### src/rtl/imem_loader_pkg.sv
// imem_loader_pkg: loader FSM states, frame constants and checksum helper
package imem_loader_pkg;
  typedef enum logic [2:0] {IDLE, LEN_HI, LEN_LO, DATA, CSUM, DONE, ERR} state_t;
  localparam int BYTES_PER_WORD = 4;
  localparam int HDR_BYTES = 2;
  localparam int CSUM_W = 8;
  function automatic logic [CSUM_W-1:0] csum_add(input logic [CSUM_W-1:0] s, input logic [7:0] b);
    return s + b;
  endfunction
endpackage

### src/rtl/imem_loader_if.sv
// imem_loader_if: byte stream in, instruction-memory write port and status out
//   rx_data/rx_valid/rx_ready: byte handshake; start: re-arm pulse
//   imem_we/imem_addr/imem_wdata: memory write port; cpu_hold/done/error: status
interface imem_loader_if #(parameter int ADDR_W = 8);
  logic [7:0] rx_data;
  logic rx_valid;
  logic rx_ready;
  logic start;
  logic imem_we;
  logic [ADDR_W-1:0] imem_addr;
  logic [31:0] imem_wdata;
  logic cpu_hold;
  logic done;
  logic error;
  modport master(output rx_data, rx_valid, start,
                 input rx_ready, imem_we, imem_addr, imem_wdata, cpu_hold, done, error);
  modport slave(input rx_data, rx_valid, start,
                output rx_ready, imem_we, imem_addr, imem_wdata, cpu_hold, done, error);
endinterface

### src/rtl/imem_loader_word_packer.sv
// word_packer: assembles big-endian bytes into 32-bit words
//   clk, reset (sync, active-low), clr_i: drop partial word, xfer_i/byte_i: accepted byte
//   word_valid_o: high with the 4th byte, word_o: assembled word (valid with word_valid_o)
module word_packer import imem_loader_pkg::*; (
  input  logic        clk,
  input  logic        reset,
  input  logic        clr_i,
  input  logic        xfer_i,
  input  logic [7:0]  byte_i,
  output logic        word_valid_o,
  output logic [31:0] word_o
);
  logic [1:0] cnt_q;
  logic [23:0] sh_q;
  assign word_valid_o = xfer_i && cnt_q == 2'(BYTES_PER_WORD - 1);
  assign word_o = {sh_q, byte_i};
  always_ff @(posedge clk)
    if (!reset || clr_i) begin
      cnt_q <= '0;
      sh_q <= '0;
    end else if (xfer_i) begin
      cnt_q <= cnt_q + 2'd1;
      sh_q <= {sh_q[15:0], byte_i};
    end
endmodule

### src/rtl/imem_loader.sv
// imem_loader: framed byte-stream loader writing instruction memory and holding the CPU
//   clk, reset (sync, active-low), bus: imem_loader_if slave (stream in, write port/status out)
module imem_loader import imem_loader_pkg::*; #(parameter int ADDR_W = 8) (
  input logic clk,
  input logic reset,
  imem_loader_if.slave bus
);
  localparam logic [16:0] MAX_N = 17'(1) << ADDR_W;
  state_t state_q, state_d;
  logic [7:0] len_hi_q, len_hi_d;
  logic [CSUM_W-1:0] sum_q, sum_d;
  logic [ADDR_W:0] n_q, n_d, wcnt_q, wcnt_d, wcnt_inc;
  logic we_q;
  logic [ADDR_W-1:0] addr_q, addr_d;
  logic [31:0] wdata_q, wdata_d, word;
  logic [15:0] len16;
  logic xfer, word_valid, bad_len;
  assign bus.rx_ready = state_q inside {LEN_HI, LEN_LO, DATA, CSUM};
  assign xfer = bus.rx_valid && bus.rx_ready;
  assign len16 = {len_hi_q, bus.rx_data};
  assign bad_len = len16 == 16'd0 || {1'b0, len16} > MAX_N;
  assign wcnt_inc = wcnt_q + {{ADDR_W{1'b0}}, 1'b1};
  assign bus.imem_we = we_q;
  assign bus.imem_addr = addr_q;
  assign bus.imem_wdata = wdata_q;
  assign bus.done = state_q == DONE;
  assign bus.error = state_q == ERR;
  assign bus.cpu_hold = state_q != DONE;
  word_packer u_pack (
    .clk(clk),
    .reset(reset),
    .clr_i(state_q != DATA),
    .xfer_i(xfer && state_q == DATA),
    .byte_i(bus.rx_data),
    .word_valid_o(word_valid),
    .word_o(word)
  );
  always_comb begin
    state_d = state_q;
    len_hi_d = len_hi_q;
    n_d = n_q;
    wcnt_d = wcnt_q;
    sum_d = xfer ? csum_add(sum_q, bus.rx_data) : sum_q;
    addr_d = word_valid ? wcnt_q[ADDR_W-1:0] : addr_q;
    wdata_d = word_valid ? word : wdata_q;
    case (state_q)
      IDLE: state_d = LEN_HI;
      LEN_HI: if (xfer) begin
        state_d = LEN_LO;
        len_hi_d = bus.rx_data;
      end
      LEN_LO: if (xfer) begin
        state_d = bad_len ? ERR : DATA;
        n_d = len16[ADDR_W:0];
      end
      DATA: if (word_valid) begin
        wcnt_d = wcnt_inc;
        state_d = wcnt_inc == n_q ? CSUM : DATA;
      end
      CSUM: if (xfer) state_d = sum_d == '0 ? DONE : ERR;
      DONE, ERR: if (bus.start) begin
        state_d = IDLE;
        len_hi_d = '0;
        n_d = '0;
        wcnt_d = '0;
        sum_d = '0;
        addr_d = '0;
        wdata_d = '0;
      end
      default: state_d = IDLE;
    endcase
  end
  always_ff @(posedge clk)
    if (!reset) begin
      state_q <= IDLE;
      len_hi_q <= '0;
      n_q <= '0;
      wcnt_q <= '0;
      sum_q <= '0;
      we_q <= 1'b0;
      addr_q <= '0;
      wdata_q <= '0;
    end else begin
      state_q <= state_d;
      len_hi_q <= len_hi_d;
      n_q <= n_d;
      wcnt_q <= wcnt_d;
      sum_q <= sum_d;
      we_q <= word_valid;
      addr_q <= addr_d;
      wdata_q <= wdata_d;
    end
endmodule

### src/flat_wrapper.sv
// flat-port wrapper written by rule: the top's interface ports become plain ports
module imem_loader_flat import imem_loader_pkg::*;
#(parameter int ADDR_W = 8)
  (clk, reset, bus_rx_data, bus_rx_valid, bus_start, bus_rx_ready, bus_imem_we, bus_imem_addr, bus_imem_wdata, bus_cpu_hold, bus_done, bus_error);
  imem_loader_if #(.ADDR_W(ADDR_W)) bus_i ();
  input logic clk;
  input logic reset;
  input wire logic [$bits(bus_i.rx_data)-1:0] bus_rx_data;
  input wire logic [$bits(bus_i.rx_valid)-1:0] bus_rx_valid;
  input wire logic [$bits(bus_i.start)-1:0] bus_start;
  output wire logic [$bits(bus_i.rx_ready)-1:0] bus_rx_ready;
  output wire logic [$bits(bus_i.imem_we)-1:0] bus_imem_we;
  output wire logic [$bits(bus_i.imem_addr)-1:0] bus_imem_addr;
  output wire logic [$bits(bus_i.imem_wdata)-1:0] bus_imem_wdata;
  output wire logic [$bits(bus_i.cpu_hold)-1:0] bus_cpu_hold;
  output wire logic [$bits(bus_i.done)-1:0] bus_done;
  output wire logic [$bits(bus_i.error)-1:0] bus_error;
  assign bus_i.rx_data = bus_rx_data;
  assign bus_i.rx_valid = bus_rx_valid;
  assign bus_i.start = bus_start;
  assign bus_rx_ready = bus_i.rx_ready;
  assign bus_imem_we = bus_i.imem_we;
  assign bus_imem_addr = bus_i.imem_addr;
  assign bus_imem_wdata = bus_i.imem_wdata;
  assign bus_cpu_hold = bus_i.cpu_hold;
  assign bus_done = bus_i.done;
  assign bus_error = bus_i.error;
  imem_loader #(.ADDR_W(ADDR_W)) u_core (.clk(clk), .reset(reset), .bus(bus_i));
endmodule
### config.mk
export PLATFORM = sky130hd
export DESIGN_NAME = imem_loader_flat
export DESIGN_NICKNAME = d
export VERILOG_FILES = /design/src/rtl/imem_loader_pkg.sv /design/src/rtl/imem_loader_if.sv /design/src/rtl/imem_loader_word_packer.sv /design/src/rtl/imem_loader.sv /design/src/flat_wrapper.sv
export SDC_FILE = /design/constraint.sdc
export NUM_CORES = 1
export LEC_CHECK = 0
export BUFFER_PORTS_ARGS = -buffer_cell sky130_fd_sc_hd__buf_2
export CAP_MARGIN = 10
export CORE_ASPECT_RATIO = 0.5
export CORE_MARGIN = 2
export CORE_UTILIZATION = 58
export DETAILED_ROUTE_END_ITERATION = 8
export PLACE_DENSITY = 0.86
export SLEW_MARGIN = 25
export SYNTH_ARGS = -nofsm -noshare
export SYNTH_HDL_FRONTEND = slang
export SYNTH_HIERARCHICAL = 1
export SYNTH_SLANG_ARGS = --single-unit
### constraint.sdc
create_clock -name clk -period 3.7 [get_ports clk]
set_input_delay 0.37 -clock clk [delete_from_list [all_inputs] [get_ports clk]]
set_output_delay 0.37 -clock clk [all_outputs]
set_load 0.005 [all_outputs]
==> results of run 1 <==
-- logic make-up (layout without fill, tap and decap cells) --
logic type / after synthesis / after routing
muxes: 68 / 68
adders and majority gates: 10 / 10
and+or+nand+nor: 222 / 222
DFF: 104 / 104
AOI/OAI and AO/OA: 88 / 88
xor gates and xnor gates: 11 / 11
buffers and inverters: 46 / 84
-- power groups by stage --
stage | logic (mW) | clock network, mW | registers (mW)
2_1_floorplan | 0.621 | 0 | 1.24
3_3_place_gp | 0.676 | 0 | 1.29
3_5_place_dp | 0.697 | 0 | 1.29
4_1_cts | 0.699 | 0.978 | 1.27
5_1_grt | 0.795 | 1.02 | 1.28
6_report | 0.709 | 0.971 | 1.27
-- worst max-delay path by stage --
stage	endpoint	cells after the start
global route	u_core/state_q[1]$_SDFFE_PN0P_	6
CTS	u_core/state_q[1]$_SDFFE_PN0P_	8
finish	u_core/state_q[1]$_SDFFE_PN0P_	6
floorplan	u_core/state_q[0]$_SDFFE_PN0P_	13
global placement	u_core/state_q[1]$_SDFFE_PN0P_	10
detailed placement	u_core/state_q[1]$_SDFFE_PN0P_	9
-- synthesized netlist by cell type (10+ instances only) --
library cell,number
a22oi_1,10
dfxtp_1,104
nand3_1,16
mux2i_1,68
o21ai_0,13
clkbuf_1,11
nor2b_1,18
nand2_1,31
a21oi_1,12
a21boi_0,11
nor3_1,10
buf_2,10
nor2_1,97
-- flip-flops by register name, indices dropped and copies added, names as in the netlist --
register / cells
u_core/bus.imem_we: 1
u_core/state_q: 3
u_core/len_hi_q: 8
u_core/bus.imem_addr: 8
u_core/wcnt_q: 9
u_core/u_pack/cnt_q: 2
u_core/bus.imem_wdata: 32
u_core/n_q: 9
u_core/u_pack/sh_q: 24
u_core/sum_q: 8
-- worst max-delay path, stage by stage, from the launching register on --
cell       delay (ns)
dfxtp_1          0.66
or3_1            0.21
nand3_2          0.29
a2111oi_0        0.62
nand4_1          0.21
a221oi_2         0.32
o32ai_1          0.11
-- area by class of cell --
class	count	area share, %
tap	112	2.541
multi-input combinational	399	48.06
clock inverter	6	1.384
clock buffer	10	4.152
inverter	9	0.6127
timing repair buffer	59	5.491
sequential	104	37.76
-- layer usage --
layer  up-vias  track usage, %
met5         -               0
met4         0           8.333
met3        16           6.067
met2       111           36.38
met1      1938           34.22
li1       2004               -
-- metrics by stage --
stage,worst slack (ns),utilization (%),std cells,hold slack (ns)
3_3_place_gp,1.172,63.67,683,0.4495
2_1_floorplan,1.047,-,549,0.4406
3_5_place_dp,1.012,63.67,683,0.4585
4_1_cts,1.211,67.41,699,0.3566
5_1_grt,0.9668,67.47,699,0.3815
6_report,1.167,67.47,699,0.3579
==> impl.org, run 1 <==
** STA
- Measured slew at the worst slew-check pin :: 0.7933 ns
- Unrepaired setup endpoints after global routing :: false
- The number of pins with negative max-slew slack in the final report is 0.
- For the final routed database, the setup TNS stands at 0 ns.
- Count of final setup violators :: 0
- The final hold violation count was 0.
- The final critical path takes up 68.45% of the cycle.
- The worst path needs 2.533 ns of the cycle, external delays included.
- In this run the tightest slew margin relative to its limit is 47.11%.
- Clock skew on the completed layout was measured at 0.006244 ns.
- Upper clock frequency limit :: 394.9 MHz

** Finish
- Area of the multi-input gates :: 2650 sq um
- The top cell types in the final layout, fill and taps aside, are dfxtp_1 (104), nor2_1 (97), mux2i_1 (68).
- After routing the design area is 5514 sq um.
- Area overhead of the layout relative to synthesis :: 10.20%
- Number of nets in the layout :: approximately 600
- After filler insertion, the fill cell instance count of the layout stands at approximately 640.
- Of the cells placed in the final design, the portion with a size suffix greater than 1 is 15.67%.
- Leading cell type in the layout, fill and taps excluded :: dfxtp_1
- Registers take 2082 sq um.
- 0 antenna diodes ended up in the layout.

** Setup path
- The startpoint identified for the worst register-to-register timing path is u_core/state_q[2]$_SDFFE_PN0P_.
- Req. time, crit path :: 3.93 ns
- The worst register-to-register path has a depth of 6.
- R2R Path End :: u_core/state_q[1]$_SDFFE_PN0P_
- Across all register-to-register paths, the minimum setup slack is 1.17 ns.
- Of all nets on the critical path, the largest fanout is 17.
- The critical path is of the register to register type.
- Tracing the worst setup path back leads to its startpoint at u_core/state_q[2]$_SDFFE_PN0P_.
- STA classifies the critical path endpoint as a register.
- CP Data Arrival Time :: ~2.8 ns
- Nature of the critical path startpoint :: register

** Synth
- By area the synthesized netlist is led by dfxtp_1 (42%), mux2i_1 (14%), nor2_1 (7.3%).
- For this run, the register share of the synthesized area comes to 41.61%.
- Synthesized Nets :: 571
- Number of distinct library cells after synthesis :: 70
- Top-area cell type share of the netlist area :: 41.61%
- Post-Synth XOR/XNOR Area :: 1.925%
- Adder and majority gate portion of the synthesized area :: 2.651%
- The Yosys step of the flow raised 6 warnings.
- Synthesis produced 549 cells.
- Simple-gate share of the synthesized area :: a little over a fifth
- Main combinational cell family by area after synthesis :: simple AND/OR/NAND/NOR gates
- Of all flip-flops after synthesis, the portion carrying an async set or reset was 0%.
- After synthesis the cells add up to 5004 sq um.
- Syn Area/Cell :: 9.114 sq um
- Share of cell area taken by muxes after synthesis :: between 10% and 20%
- The synthesized design contains 0 enable-type register cells.
- Number of synthesized register bits :: 104
- Synth area leader :: dfxtp_1
- The synthesized netlist devotes roughly 13% of its cell area to compound gates.
- In the synthesized netlist the dominant register cell turns out to be dfxtp_1.

** Placed design
- Placed cell areas :: about 5200 sq um
- The congestion estimate from routability-driven global placement came to 0.8966.
- Detailed placement finished with a half-perimeter wire length of 7.556 mm.
- In this run the tool buffered the top-level ports with 56 buffer cells.

** Detailed routing
- Ratio of routed vias to standard cells :: 5.821
- The routed design uses about 4.9 mm of met2 wire.
- Detailed router's first-iteration violation count :: around 250
- Highest Signal Layer :: met4
- Final routed wire length divided by cell count :: about 16 microns
- Initial DRT Pass Iterations :: 5
- Met3 wire len :: 623 microns
- Vias after detailed routing :: slightly above 4000
- DRT antenna net count :: 0
- Met1 Wirelength :: 5.505 mm
- The routed design has 11.19 mm of wire.
- DR DRC count :: 0

** Hold path
- The worst hold path terminates at u_core/len_hi_q[2]$_SDFFE_PN0P_.
- The startpoint identified for the worst hold timing path is bus_rx_data[2].
- Hold Crit Class :: input pin to register
- Worst Hold Depth :: 3

** Power
- VDD sags by at most 0.2978 mV.
- In this run, flip-flops and latches consume 43.1% of the power.
- Dividing total power by cell area gives a power density of about 540 nW/um^2.
- Clk network pwr share :: 32.9%
- For this design the static power due to leakage is 2.069 nW.
- The analysis attributes to net switching a power of 929.9 uW.
- In this run, the combinational gates consume 24.0% of the power.
- Switch share :: 31.50%
- Overall power after layout :: 2.952 mW
- Internal Pwr Total :: 2.022 mW

** Floorplanning
- In this run the count of I/O pins placed on the die edge is 57.
- In this run the horizontal extent of the chip is 135.4 microns.
- The die covers ~9400 sq um.
- The region available for standard cell placement spans 8173 sq um.
- Initial standard-cell utilization of the core :: between 60 and 70%
- The floorplan has 23 rows.
- The die is roughly 70 microns tall.

** CTS
- Clock buffer depth :: 2
- CTS tree :: built
- Hold buffer count at CTS :: 0
- The clock drives roughly 100 sinks.
- Worst-Skew Late Latency :: approximately 0.35 ns
- Buffer count from post-CTS setup fixing :: 0
- TritonCTS Buffers :: 9
- H-tree level count :: 3
- Cell chosen for the clock root :: clkbuf_16
- Clock transition at path regs :: 0.07 ns
- Once the clock tree was built, the resizer swapped 0 gates to a different size.

** Global routing
- Antenna violations before repair :: 0
- Entering global routing, the biggest net connects 44 pins.
- The via count of the first global-routing pass came to 3715.
- Wire length of the first global-routing pass :: around 18 mm
- GRT Resource Usage Total :: 24.33%
- After global routing the overflow that remains totals 0.

** Job
- The tool flagged a number of max-cap violations equal to 0.

** Run status
- The run finished with clean final reports.
No activity file was read; power rests on OpenSTA's default activity.
==> inputs of run 2 (changes only) <==
- CORE_UTILIZATION: 58 -> 53
- PLACE_DENSITY: 0.86 -> 0.83
- clock period: 3.7 -> 2.15 ns (I/O delays scaled with it)
==> run 2 against run 1 <==
Against the previous run:
- the flow now finishes with violations (setup timing)
- design area rose by 9.9%
- largest cell class unchanged
- sequential share of layout area is 3.3 points lower
- clock-buffer cell count fell by 1
==> impl.org, run 2 (same netlist as run 1, synthesis figures left out) <==
** Detailed routing
- Initial DRT Pass Iterations :: 5 (unchanged)
- DRT antenna net count :: 0 (unchanged)
- Ratio of routed vias to standard cells :: 5.739 (-1.4%)
- The iteration-0 DRC count of the detailed router was 290 (+16%).
- DR DRC count :: 0 (unchanged)
- Final routed wire length divided by cell count :: 16.66 microns (+4.0%)
- The routed wire length came to 12.56 mm (+12%).
- Vias after detailed routing :: 4327 (+6.3%)

** Power
- The sequential share of power was 38.5% (-4.6 points).
- The power share of the clock group is 29.5% (-3.4 points).
- The switching power total came to 1.852 mW (+99%).
- The combinational share of power was 32.0% (+8.0 points).
- Internal Pwr Total :: 3.728 mW (+84%)
- The cell leakage power was 2.356 nW (+14%).
- IR drop worst, VDD :: 0.4880 mV (+64%)
- The proportion of total power due to net switching is 33.19% (+1.7 points).
- The power density over the cells came to 921.0 nW/um^2 (+72%).
- The sum of internal, switching and leakage power is 5.580 mW (+89%).

** Global routing
- The pin count of the biggest net entering global routing came to 49 (+11%).
- The met2 routing resource usage after global routing was 42.50% (+6.1 points).
- Antenna violations before repair :: 0 (unchanged)
- The first-pass GRT wire length is 20.20 mm (+9.6%).
- The combined global-route utilization of all metal layers is 24.95% (+0.62 points).
- Global-route met3 utilization :: 5.643% (-0.42 points)
- M1 GR Usage :: 31.81% (-2.4 points)
- The aggregate global routing overflow came to 0 (unchanged).
- Via count of the first global-routing pass :: 4110 (+11%)
- Most used routing layer in global routing :: met2

** STA
- Worst setup margin :: -0.02122 ns (-1.189 ns)
- Unrepaired setup endpoints after global routing :: true
- Count of final setup violators :: 2 (+2)
- The post-route clock period utilization is 101.0% (+33 points).
- The number of pins with negative max-slew slack in the final report came to 0 (unchanged).
- The highest achievable clock rate is 460.6 MHz (+17%).
- The final hold violation count was 0 (unchanged).
- The final period demand of the worst path came to 2.171 ns (-0.3613 ns).
- The headroom to the max-slew limit was 51.61% (+4.5 points).
- The post-route clock skew was 0.007760 ns (+0.001516 ns).
- The actual slew at the worst max-slew pin came to 0.7258 ns (-0.06746 ns).

** Finish
- Final Non-Filler Cells :: 754 (+7.9%)
- The number of diodes added for antenna fixing came to 0 (unchanged).
- Max reg flops :: 32 (unchanged)
- The library cell used most frequently in the layout, excluding fill and tap cells, is dfxtp_1.
- In the layout the commonest cells are dfxtp_1 (101), nor2_1 (97), mux2i_1 (68).
- Compared with the post-synthesis result, the final layout area differs by 21.08%.
- Number of nets in the layout :: 654 (+8.3%)
- The fraction of layout cells with a size suffix above 1 was 26.06% (+10 points).

** CTS
- The clock input transition at the sequential cells of the worst setup and hold paths was 0.08 ns (about the same).
- The count of H-tree levels built during CTS came to 3 (unchanged).
- TritonCTS built the clock tree.
- Worst-Skew Late Latency :: 0.35 ns (about the same)
- Number of sinks handled by clock tree synthesis :: 104 (unchanged)
- The quantity of hold-fixing buffers added after cts came to 0 (unchanged).
- TritonCTS Buffers :: 9 (unchanged)
- Cell chosen for the clock root :: clkbuf_16
- The buffer depth of the longest clock path was 2 (unchanged).

** Floorplanning
- Placeable core region :: 8949 sq um (+9.5%)
- Die Width :: 141.4 microns (+4.5%)
- The I/O pin count came to 57 (unchanged).
- The standard-cell row count is 24 (+4.3%).
- Initial standard-cell utilization of the core :: 55.91% (-5.3 points)
- Overall die area :: 10280 sq um (+9.0%)
- The die span in y came to 72.71 microns (+4.3%).

** Setup path
- Critical path endpoint category :: register
- The critical-path maximum fanout was 5 (-12).
- CP Data Arrival Time :: 2.40 ns (-0.36 ns)
- Startpoint-to-endpoint class of the critical path :: register to register
- Req. time, crit path :: 2.38 ns (-1.55 ns)
- Nature of the critical path startpoint :: register

** Job
- Max cap viols :: 0 (unchanged)

** Placed design
- Number of I/O port buffers :: 56 (unchanged)
- The final weighted congestion in routability-driven placement was 0.9333 (+4.1%).
- The HPWL reported at the end of detailed placement was 8.701 mm (+15%).
- The placed cell count is 736 (+7.8%).

** Run status
- Status :: finished, violations left
- Failing checks :: setup timing

** Hold path
- Hold Crit Class :: input pin to register
==> run 2: path summary, 6_finish.rpt <==
check	startpoint	to	slack, ns	cells past startpoint
max	u_core/sum_q[3]$_SDFF_PN0_	u_core/state_q[1]$_SDFFE_PN0P_	-0.02	8
min	bus_rx_data[0]	u_core/sum_q[0]$_SDFF_PN0_	0.27	4
max reg2reg	u_core/sum_q[3]$_SDFF_PN0_	u_core/state_q[1]$_SDFFE_PN0P_	-0.02	8
min reg2reg	u_core/len_hi_q[6]$_SDFFE_PN0P_	u_core/len_hi_q[6]$_SDFFE_PN0P_	0.48	2
==> run 2: stage by stage <==
step                worst slack, ns  hold slack [ns]  instance area [sq um]  utilization [%]  setup TNS [ns]
floorplan                   -0.3068           0.3622                   5057                -          -3.666
global placement            -0.1273           0.4517                   5615            62.75         -0.2295
detailed placement          -0.2540           0.4653                   5615            62.75         -0.5035
CTS                        -0.06052           0.2195                   5969            66.71        -0.07699
global route               -0.08326           0.2800                   6058            67.70         -0.1566
finish                     -0.02122           0.2662                   6058            67.70        -0.02539
==> run 2: worst max-delay path, stage by stage (launching register included) <==
cell and delay, ns:
dfxtp_1 0.32, ha_1 0.29, buf_4 0.16, nand3_1 0.10, nand4b_1 0.09, o211a_1 0.25
or3_1 0.36, a221oi_2 0.37, o32ai_1 0.12
==> run 2: power by group through the flow <==
stage	Sequential [mW]	Combinational [mW]	Clock (mW)
after detailed placement	2.18	1.58	0
after floorplan	2.14	1.12	0
after global placement	2.17	1.55	0
final	2.15	1.79	1.65
after CTS	2.14	1.64	1.67
after global routing	2.16	1.93	1.75
==> run 2: cell type report <==
cell class / count / area [sq um]
clock buffers: 9 / 225.2
multi-input cells: 399 / 2788
fillers: 692 / 2890
inverters: 9 / 36.28
repair buffers: 109 / 690.7
flip-flops and latches: 104 / 2086
clock inverters: 7 / 86.33
well taps: 117 / 146.4
==> run 2: repair_timing <==
| item | 4_1_cts | 5_1_grt |
|---|---|---|
| gates resized for setup | 12 | 16 |
| setup endpoints to repair | 3 | 3 |
| pin swaps | 8 | 10 |
| buffers inserted | 0 | 2 |
==> run 2: per-layer routing <==
metal | share of wire [%] | routed length [microns]
met2 | 47 | 5902
met5 | 0 | 0
met3 | 7.0 | 874
met1 | 45 | 5589
met4 | 1.5 | 191
==> inputs of run 3 (changes only) <==
- SETUP_SLACK_MARGIN: unset -> 0.2
==> run 3 against run 2 <==
Against the previous run:
- the run still ends with setup timing left
- critical endpoint unchanged
- via count increased by 8.2%
- sequential cell count unchanged
- power increased by 15%
- clock-buffer cell count unchanged
- highest routed layer unchanged
- first-iteration DRC count increased by 100%
- setup slack got worse by 0.23 ns
==> impl.org, run 3 (same netlist as run 1, synthesis figures left out) <==
** Run status
- The flow ran to the end, but the final reports show violations.
- Failing checks :: setup timing

** Job
- Max cap viols :: 0 (unchanged)

** Power
- Leakage component of the power :: 2.500 nW (+6.1%)
- The power density over the cells is 996.6 nW/um^2 (+8.2%).
- IR drop worst, VDD :: 0.5970 mV (+22%)
- The sum of internal, switching and leakage power was 6.402 mW (+15%).

** Hold path
- Hold Crit Class :: input pin to register
- The hold path depth is 3 (-1).

** Placed design
- Final weighted congestion in routability-driven placement :: 0.9511 (+1.9%)
- Number of I/O port buffers :: 56 (unchanged)
- The instance area after placement was 5663 sq um (+0.85%).
- HPWL Detailed :: 8.604 mm (-1.1%)

** STA
- Count of final setup violators :: 3 (+1)
- The final hold violation count is 0 (unchanged).
- The highest achievable clock rate came to 417.0 MHz (-9.5%).
- The actual slew at the worst max-slew pin was 0.5726 ns (-0.1532 ns).
- The headroom to the max-slew limit is 61.29% (+9.7 points).
- Final Critical Period :: 2.398 ns (+0.2269 ns)
- The post-route clock period utilization came to 111.5% (+11 points).
- Unrepaired setup endpoints after global routing :: true
- The number of pins with negative max-slew slack in the final report is 0 (unchanged).
- The worst setup slack after layout came to -0.2481 ns (-0.2269 ns).
- Hold Worst Slack :: 0.2647 ns (-0.001474 ns)
- Final clock skew :: 0.008276 ns (+0.0005164 ns)

** Setup path
- The critical-path maximum fanout is 3 (-2).
- The most critical setup path has its startpoint at u_core/sum_q[1]$_SDFF_PN0_.
- Req. time, crit path :: 2.38 ns (about the same)
- The slowest stage of the critical path belongs to the cell a311oi_2.
- The signal on the critical path passes through ha_4 -> a211oi_4 -> buf_6 -> nor4b_4 -> a311oi_2 -> nand4_1 -> a221oi_4 -> o32ai_2.
- The depth of the most critical reg-to-reg path was 8 (unchanged).
- Worst stage delay on the critical path :: 0.40 ns (+0.03 ns)
- Worst setup endpoint :: u_core/state_q[1]$_SDFFE_PN0P_
- Critical register-to-register path startpoint :: u_core/sum_q[1]$_SDFF_PN0_
- The worst register-to-register path ends at u_core/state_q[1]$_SDFFE_PN0P_.
- STA classifies the critical path endpoint as a register.
- Startpoint-to-endpoint class of the critical path :: register to register
- Broken down by cell family, the worst path's largest delay share belongs to compound AO/OA/AOI/OAI gates.
- Nature of the critical path startpoint :: register
- Worst reg-to-reg setup slack :: -0.25 ns (-0.23 ns)
- CP Buf/Inv Count :: 1 (unchanged)
- The number of stages on the worst setup path was 8 (unchanged).
- The endpoint arrival time on the critical path was 2.63 ns (+0.23 ns).

** CTS
- The count of H-tree levels built during CTS is 3 (unchanged).
- The buffer depth of the longest clock path came to 2 (unchanged).
- The clock latency on the worst-skew pair is 0.35 ns (about the same).
- TritonCTS Buffers :: 9 (unchanged)
- Clock transition at path regs :: 0.08 ns (about the same)
- Hold buffer count at CTS :: 0 (unchanged)
- Cell chosen for the clock root :: clkbuf_16
- TritonCTS built the clock tree.
- The number of sinks driven by the clock tree came to 104 (unchanged).

** Global routing
- Largest net degree at the start of global routing :: 42 (-14%)
- GRT Resource Usage Total :: 27.02% (+2.1 points)
- Via count of the first global-routing pass :: 4286 (+4.3%)
- The number of antenna violations at the first check in global routing was 0 (unchanged).
- Wire length of the first global-routing pass :: 21.76 mm (+7.7%)
- Overflow left after global routing :: 0 (unchanged)

** Detailed routing
- Final routed wire length divided by cell count :: 19.58 microns (+18%)
- The first-pass detailed-route iteration total is 5 (unchanged).
- Detailed Route WL :: 15.17 mm (+21%)
- Ratio of routed vias to standard cells :: 6.039 (+5.2%)
- DRT antenna net count :: 0 (unchanged)
- The iteration-0 DRC count of the detailed router was 593 (+100%).
- The DRC violation count after routing is 0 (unchanged).
- Vias after detailed routing :: 4680 (+8.2%)

** Floorplanning
- The starting utilization of the core area came to 55.91% (unchanged).
- The area of the core region came to 8949 sq um (unchanged).
- The area of the die came to 10280 sq um (unchanged).
- The die span in y was 72.71 microns (unchanged).
- Count of boundary I/O pins :: 57 (unchanged)
- The horizontal extent of the die was 141.4 microns (unchanged).
- The standard-cell row count was 24 (unchanged).

** Finish
- The fraction of layout cells with a size suffix above 1 came to 31.46% (+5.4 points).
- Number of nets in the layout :: 675 (+3.2%)
- Antenna diode count :: 0 (unchanged)
- The top cell types in the final layout, fill and taps aside, are dfxtp_1 (97), nor2_1 (94), mux2i_1 (68).
- The end-of-flow core utilization is 71.78% (+4.1 points).
- The library cell used most frequently in the layout, excluding fill and tap cells, is dfxtp_1.
- Max reg flops :: 32 (unchanged)
- The area of all placed cells without fillers is 6424 sq um (+6.0%).
- The area growth from synthesis to layout is 28.38%.
- The number of fillers in the final layout came to 598 (-14%).
[run 3: worst register-to-register path: cells and delay by family, from the launching register on]
kind                       cells  cell delay [ns]
AOI/OAI and AO/OA              4             1.21
adders and majority gates      1             0.27
and+or+nand+nor                2             0.28
DFF                            1             0.35
buffers and inverters          1             0.18
[run 3: worst min path at each step]
stage                               startpoint                                 end  slack [ns]
6_report                        bus_rx_data[7]     u_core/len_hi_q[7]$_SDFFE_PN0P_        0.26
5_1_grt                         bus_rx_data[7]     u_core/len_hi_q[7]$_SDFFE_PN0P_        0.28
4_1_cts                         bus_rx_data[7]     u_core/len_hi_q[7]$_SDFFE_PN0P_        0.25
3_5_place_dp   u_core/len_hi_q[3]$_SDFFE_PN0P_     u_core/len_hi_q[3]$_SDFFE_PN0P_        0.46
3_3_place_gp   u_core/len_hi_q[1]$_SDFFE_PN0P_     u_core/len_hi_q[1]$_SDFFE_PN0P_        0.45
2_1_floorplan                   bus_rx_data[0]  u_core/u_pack/sh_q[0]$_SDFFE_PP0P_        0.36
[run 3: cell type report]
type	count	area [sq um]	area share [%]
Sequential cell	104	2096	32.63
Clock inverter	7	100.1	1.558
Tap cell	117	146.4	2.279
Timing Repair Buffer	130	885.9	13.79
Multi-Input combinational cell	399	2934	45.68
Clock buffer	9	225.2	3.506
Inverter	9	36.28	0.5649
[run 3: timing repair]
item | CTS | global route
buffers inserted | 9 | 9
pin swaps | 16 | 26
gates resized for setup | 32 | 35
endpoints found under the setup margin | 11 | 44
[run 3: per-layer routing]
metal	track usage (%)	part of all wire (%)	vias to the layer above
li1	-	-	2129
met1	34.63	41	2215
met2	43.53	45	261
met3	7.349	10	75
met4	12.00	4.3	0
met5	0	0	-
[run 3: where the power goes]
part | internal, mW | total (mW) | leakage (nW) | switching, mW
Clock | 0.940 | 1.75 | 0.158 | 0.806
Sequential | 2.04 | 2.17 | 0.843 | 0.126
Combinational | 1.22 | 2.49 | 1.50 | 1.26
[run 3: stage by stage]
| stage | setup WS (ns) | setup TNS [ns] | instances |
|---|---|---|---|
| after floorplan | -0.3068 | -3.693 | 549 |
| after global placement | -0.1491 | -0.2755 | 741 |
| after detailed placement | -0.2039 | -0.3822 | 741 |
| after CTS | -0.008237 | -0.008237 | 766 |
| after global routing | -0.2478 | -0.5626 | 775 |
| final | -0.2481 | -0.5444 | 775 |
